<file path="src/rtl/lion_mem_bridge.sv">
// Bridges a valid/ready core memory port onto a single-port synchronous SRAM,
// with optional wait states and an out-of-range bus error response.
module lion_mem_bridge #(
    parameter int ADDR_WIDTH  = 14,
    parameter int WAIT_STATES = 0
) (
    input  logic                  clock,
    input  logic                  reset,
    input  logic                  mem_valid,
    input  logic                  mem_instr,
    input  logic [31:0]           mem_addr,
    input  logic [31:0]           mem_wdata,
    input  logic [3:0]            mem_wstrb,
    output logic                  mem_ready,
    output logic [31:0]           mem_rdata,
    output logic                  bus_err,
    output logic                  sram_en,
    output logic [3:0]            sram_we,
    output logic [ADDR_WIDTH-1:0] sram_addr,
    output logic [31:0]           sram_wdata,
    input  logic [31:0]           sram_rdata
);

    typedef enum logic [1:0] {
        IDLE,
        WAIT,
        ACCESS,
        RESP
    } stateT;

    // The counter is loaded one short because the cycle it reaches zero is the last WAIT cycle.
    localparam logic [3:0] WAIT_LOAD = 4'((WAIT_STATES > 0) ? WAIT_STATES - 1 : 0);

    stateT                 r_state;
    stateT                 w_nextState;
    logic [3:0]            r_waitCnt;
    logic [ADDR_WIDTH-1:0] r_addr;
    logic [31:0]           r_wdata;
    logic [3:0]            r_wstrb;
    logic                  r_instr;
    logic                  r_oor;
    logic                  w_accept;
    logic                  w_oor;
    logic                  w_unusedInstr;

    assign w_accept      = (r_state == IDLE) && mem_valid;
    assign w_oor         = |(mem_addr >> (ADDR_WIDTH + 2));
    assign w_unusedInstr = &{1'b0, r_instr};

    always_ff @(posedge clock or posedge reset) begin
        if (reset) begin
            r_state <= IDLE;
        end else begin
            r_state <= w_nextState;
        end
    end

    always_comb begin
        w_nextState = r_state;
        case (r_state)
            IDLE: begin
                if (mem_valid) begin
                    w_nextState = (WAIT_STATES > 0) ? WAIT : ACCESS;
                end
            end
            WAIT: begin
                if (r_waitCnt == 4'd0) begin
                    w_nextState = ACCESS;
                end
            end
            ACCESS:  w_nextState = RESP;
            RESP:    w_nextState = IDLE;
            default: w_nextState = IDLE;
        endcase
    end

    // Request fields are frozen at acceptance so the core may change or drop them afterwards.
    always_ff @(posedge clock or posedge reset) begin
        if (reset) begin
            r_waitCnt <= 4'd0;
            r_addr    <= '0;
            r_wdata   <= 32'd0;
            r_wstrb   <= 4'd0;
            r_instr   <= 1'b0;
            r_oor     <= 1'b0;
        end else if (w_accept) begin
            r_waitCnt <= WAIT_LOAD;
            r_addr    <= mem_addr[ADDR_WIDTH+1:2];
            r_wdata   <= mem_wdata;
            r_wstrb   <= mem_wstrb;
            r_instr   <= mem_instr;
            r_oor     <= w_oor;
        end else if ((r_state == WAIT) && (r_waitCnt != 4'd0)) begin
            r_waitCnt <= r_waitCnt - 4'd1;
        end
    end

    always_comb begin
        sram_en   = 1'b0;
        sram_we   = 4'd0;
        mem_ready = 1'b0;
        bus_err   = 1'b0;
        mem_rdata = 32'd0;
        if ((r_state == ACCESS) && !r_oor) begin
            sram_en = 1'b1;
            sram_we = r_wstrb;
        end
        if (r_state == RESP) begin
            mem_ready = 1'b1;
            bus_err   = r_oor;
            if (!r_oor && (r_wstrb == 4'd0)) begin
                mem_rdata = sram_rdata;
            end
        end
    end

    assign sram_addr  = r_addr;
    assign sram_wdata = r_wdata;

endmodule

</file>
<file path="config.mk">
export PLATFORM = sky130hd
export DESIGN_NAME = lion_mem_bridge
export DESIGN_NICKNAME = d
export VERILOG_FILES = /design/src/rtl/lion_mem_bridge.sv
export SDC_FILE = /design/constraint.sdc
export NUM_CORES = 1
export LEC_CHECK = 0
export ABC_AREA = 1
export BUFFER_PORTS_ARGS = -buffer_cell sky130_fd_sc_hd__clkbuf_2
export CORE_AREA = 2 2 97 99
export CTS_CLUSTER_DIAMETER = 30
export DETAILED_ROUTE_END_ITERATION = 10
export DIE_AREA = 0 0 99 101
export GPL_TIMING_DRIVEN = 0
export PLACE_DENSITY = 0.63
export RECOVER_POWER = 100
export SYNTH_ARGS = -nofsm -noshare
export SYNTH_HDL_FRONTEND = slang
export SYNTH_SLANG_ARGS = --single-unit
</file>
<file path="constraint.sdc">
create_clock -name clock -period 2.6 [get_ports clock]
set_input_delay 0 -clock clock [delete_from_list [all_inputs] [get_ports clock]]
set_output_delay 0 -clock clock [all_outputs]
set_load 0.005 [all_outputs]
</file>
==> out/metrics.cfg <==
[status]
status = complete, no violations

[final_layout]
final_common_cell = nand2_1
areaGrowthSynthToFinish_pct = 63.70
design_area_um2 = 4322
drive_above_1_share = 0.2718
layout.nets = 708
antennaDiodeCount = 0
layout_common_cells = nand2_1 (196), clkbuf_2 (142), dfrtp_1 (57)
fill_cells = 901

[die]
start_util = 0.2941
dieArea_um2 = 9999
coreArea_um2 = 8977
rows = 35
fp.dieW_um = 99
die_y_um = 101
pin_count = 189

[cts]
cts_resized = 0
numCtsBuffers = 9
cts_root_buffer = clkbuf_8
clkSlewWorstSetupHoldPaths_ns = 0.07
clock_latency_ns = 0.34
cts_num_sinks = 57
cts_tree = yes
h-tree-depth = 3
hold_buffers = 52
post_cts_buffers = 0
cts_buffer_depth = 2

[hold_path]
hold-path-endpoint = r_oor
min_path_type = in2reg
hold_path_depth = 7
worstHoldStart = mem_addr[24]

[logic_synthesis]
yosysSeqAreaShare = 0.5403
synth_xor_area_frac = 0.003318
synth_mux_area_frac = 0
synth_area_leaders = dfrtp_1 (54%), nand2_1 (28%), nor2_1 (7.1%)
synth_top_cell_area_share = 0.5403
ys_seq_elements = 57
yosysTopAreaCell = dfrtp_1
synth_area_um2 = 2640
synth_top_family_by_area = simple AND/OR/NAND/NOR gates
avgSynthCellArea_um2 = 7.479
ys_types = 19
yosysWarnings = 0
syn_inst = 353
synth-compound-area-share = 0.01374
yosys.area_share.simple = 0.3725
syn-num-nets = 459
synthAdderAreaFrac = 0.009479

[job]
drv_cap = 0

[timing]
max_slew_margin = 0.2650
period_share = 0.7209
worstMarginPinSlew_ns = 1.101
final-max-slew-violation-count = 0
finalCriticalPeriod_ns = 1.874
setup_viol = 0
rsz0062_at_grt = no
fin_tns_setup_ns = 0
final_hold_viol_count = 0
whs_ns = 0.04207
skew_ns = 0.007640
fmax_ghz = 0.5335

[power_and_ir_drop]
p_switching_mw = 1.541
switching_share = 0.4026
clkPwrFrac = 0.191
comb_power_share = 0.409
power_mw = 3.829
ir_worst_vdd_mv = 0.4604
p_seq_frac = 0.400
leakagePower_nw = 2.358
p_per_area_nw_per_um2 = 885.9
p_int_mw = 2.287

[route]
avgViaCountPerCell = 4.390
drc = 0
drtIter0Drc = 104
wl_um = 8907
drt_first_pass_iters = 4
num_vias = 3152
post_drt_wl_per_cell_um = 12.41
ant_nets = 0

[global_route]
gr-usage-all-layers = 0.1794
grt.busiest_layer = met2
use_met1 = 0.2044
grt_max_degree = 31
grt_pass1_wl_um = 14230
gr-usage-met2 = 0.3228
antenna_found_initial = 0
groute.layer.met3.usage = 0.04092
grt_pass1_vias = 3064
grt_overflow = 0

[setup_path]
crit_required_ns = 2.83
reg2reg_depth = 7
worstSetupPathType = reg2reg
cp.arrival_ns = 2.10
crit_path_end_kind = flip-flop
regToRegSetupSlack_ns = 0.73
r2r-start = r_state[0]
rr_endpoint = r_waitCnt[3]
critPathMaxFanout = 10
startpoint_type = flip-flop

[placement]
placed_area_um2 = 3725
gp_congestion = 0.8436
dp_hpwl_um = 6161
io_buffers = 185

==> worst max-delay path: stages (launching register included) <==
cell and delay, ns:
dfrtp_1 0.43, nor2_1 0.12, nand2_1 0.21, inv_1 0.13, clkbuf_1 0.51, nor2_1 0.20
nand2_1 0.10, nand2_1 0.05
==> how the worst max path moves through the flow <==
stage / startpoint / end / slack (ns) / depth (start not counted)
2_1_floorplan: reset / r_oor / 1.20 / 1
3_3_place_gp: reset / sram_addr[4] / 0.46 / 2
3_5_place_dp: r_wstrb[2] / mem_rdata[20] / 1.20 / 5
4_1_cts: r_wstrb[2] / mem_rdata[20] / 0.83 / 5
5_1_grt: reset / sram_wdata[14] / 0.42 / 4
6_report: r_state[0] / r_waitCnt[3] / 0.73 / 7
==> metal layers <==
layer / vias up / share of wire
met1: 1428 / 0.39
met4: 0 / 0.023
met3: 19 / 0.075
li1: 1556 / -
met2: 149 / 0.51
met5: - / 0
==> power by group through the flow <==
| stage | Clock (mW) | Combinational, mW | Sequential [mW] |
|---|---|---|---|
| after floorplan | 0 | 0.875 | 1.54 |
| after global placement | 0 | 1.56 | 1.53 |
| after detailed placement | 0 | 1.60 | 1.53 |
| after CTS | 0.757 | 1.66 | 1.53 |
| after global routing | 0.803 | 1.80 | 1.59 |
| final | 0.731 | 1.57 | 1.53 |
==> cells in the mapped netlist, drive strengths merged <==
library cell and n:
nand2 196, dfrtp 57, nor2 51, inv 13, buf 10, clkbuf 7
nand3 4, nor3 4, o21ai 4, ha 2, a21oi 1, clkinv 1
nand4 1, o21bai 1, xor2 1
==> state kept, by name (all words and copies together), names as in the netlist <==
signal      flops
r_oor           1
r_state         2
r_waitCnt       4
r_wstrb         4
sram_addr      14
sram_wdata     32
==> logic make-up after synthesis <==
kind of cell | count (synthesis)
and+or+nand+nor | 256
DFF | 57
buffers and inverters | 31
AOI/OAI and AO/OA | 6
adders and majority gates | 2
xor gates and xnor gates | 1
==> metrics by stage <==
stage | worst slack (ns) | cells | utilization
final | 0.7257 | 718 | 0.4814
after global routing | 0.4188 | 718 | 0.4814
after CTS | 0.8266 | 718 | 0.4918
after detailed placement | 1.204 | 650 | 0.4149
after global placement | 0.4552 | 649 | 0.4127
after floorplan | 1.200 | 353 | -
==> cell type report <==
cell class,count,area [um^2],area share
inverters,14,52.55,0.01216
clock inverters,7,46.29,0.01071
well taps,111,138.9,0.03214
clock buffers,9,123.9,0.02866
plain buffers,17,97.59,0.02258
flip-flops and latches,57,1426,0.3301
repair buffers,238,1396,0.3231
multi-input cells,265,1040,0.2406
No activity file was read; power rests on OpenSTA's default activity.
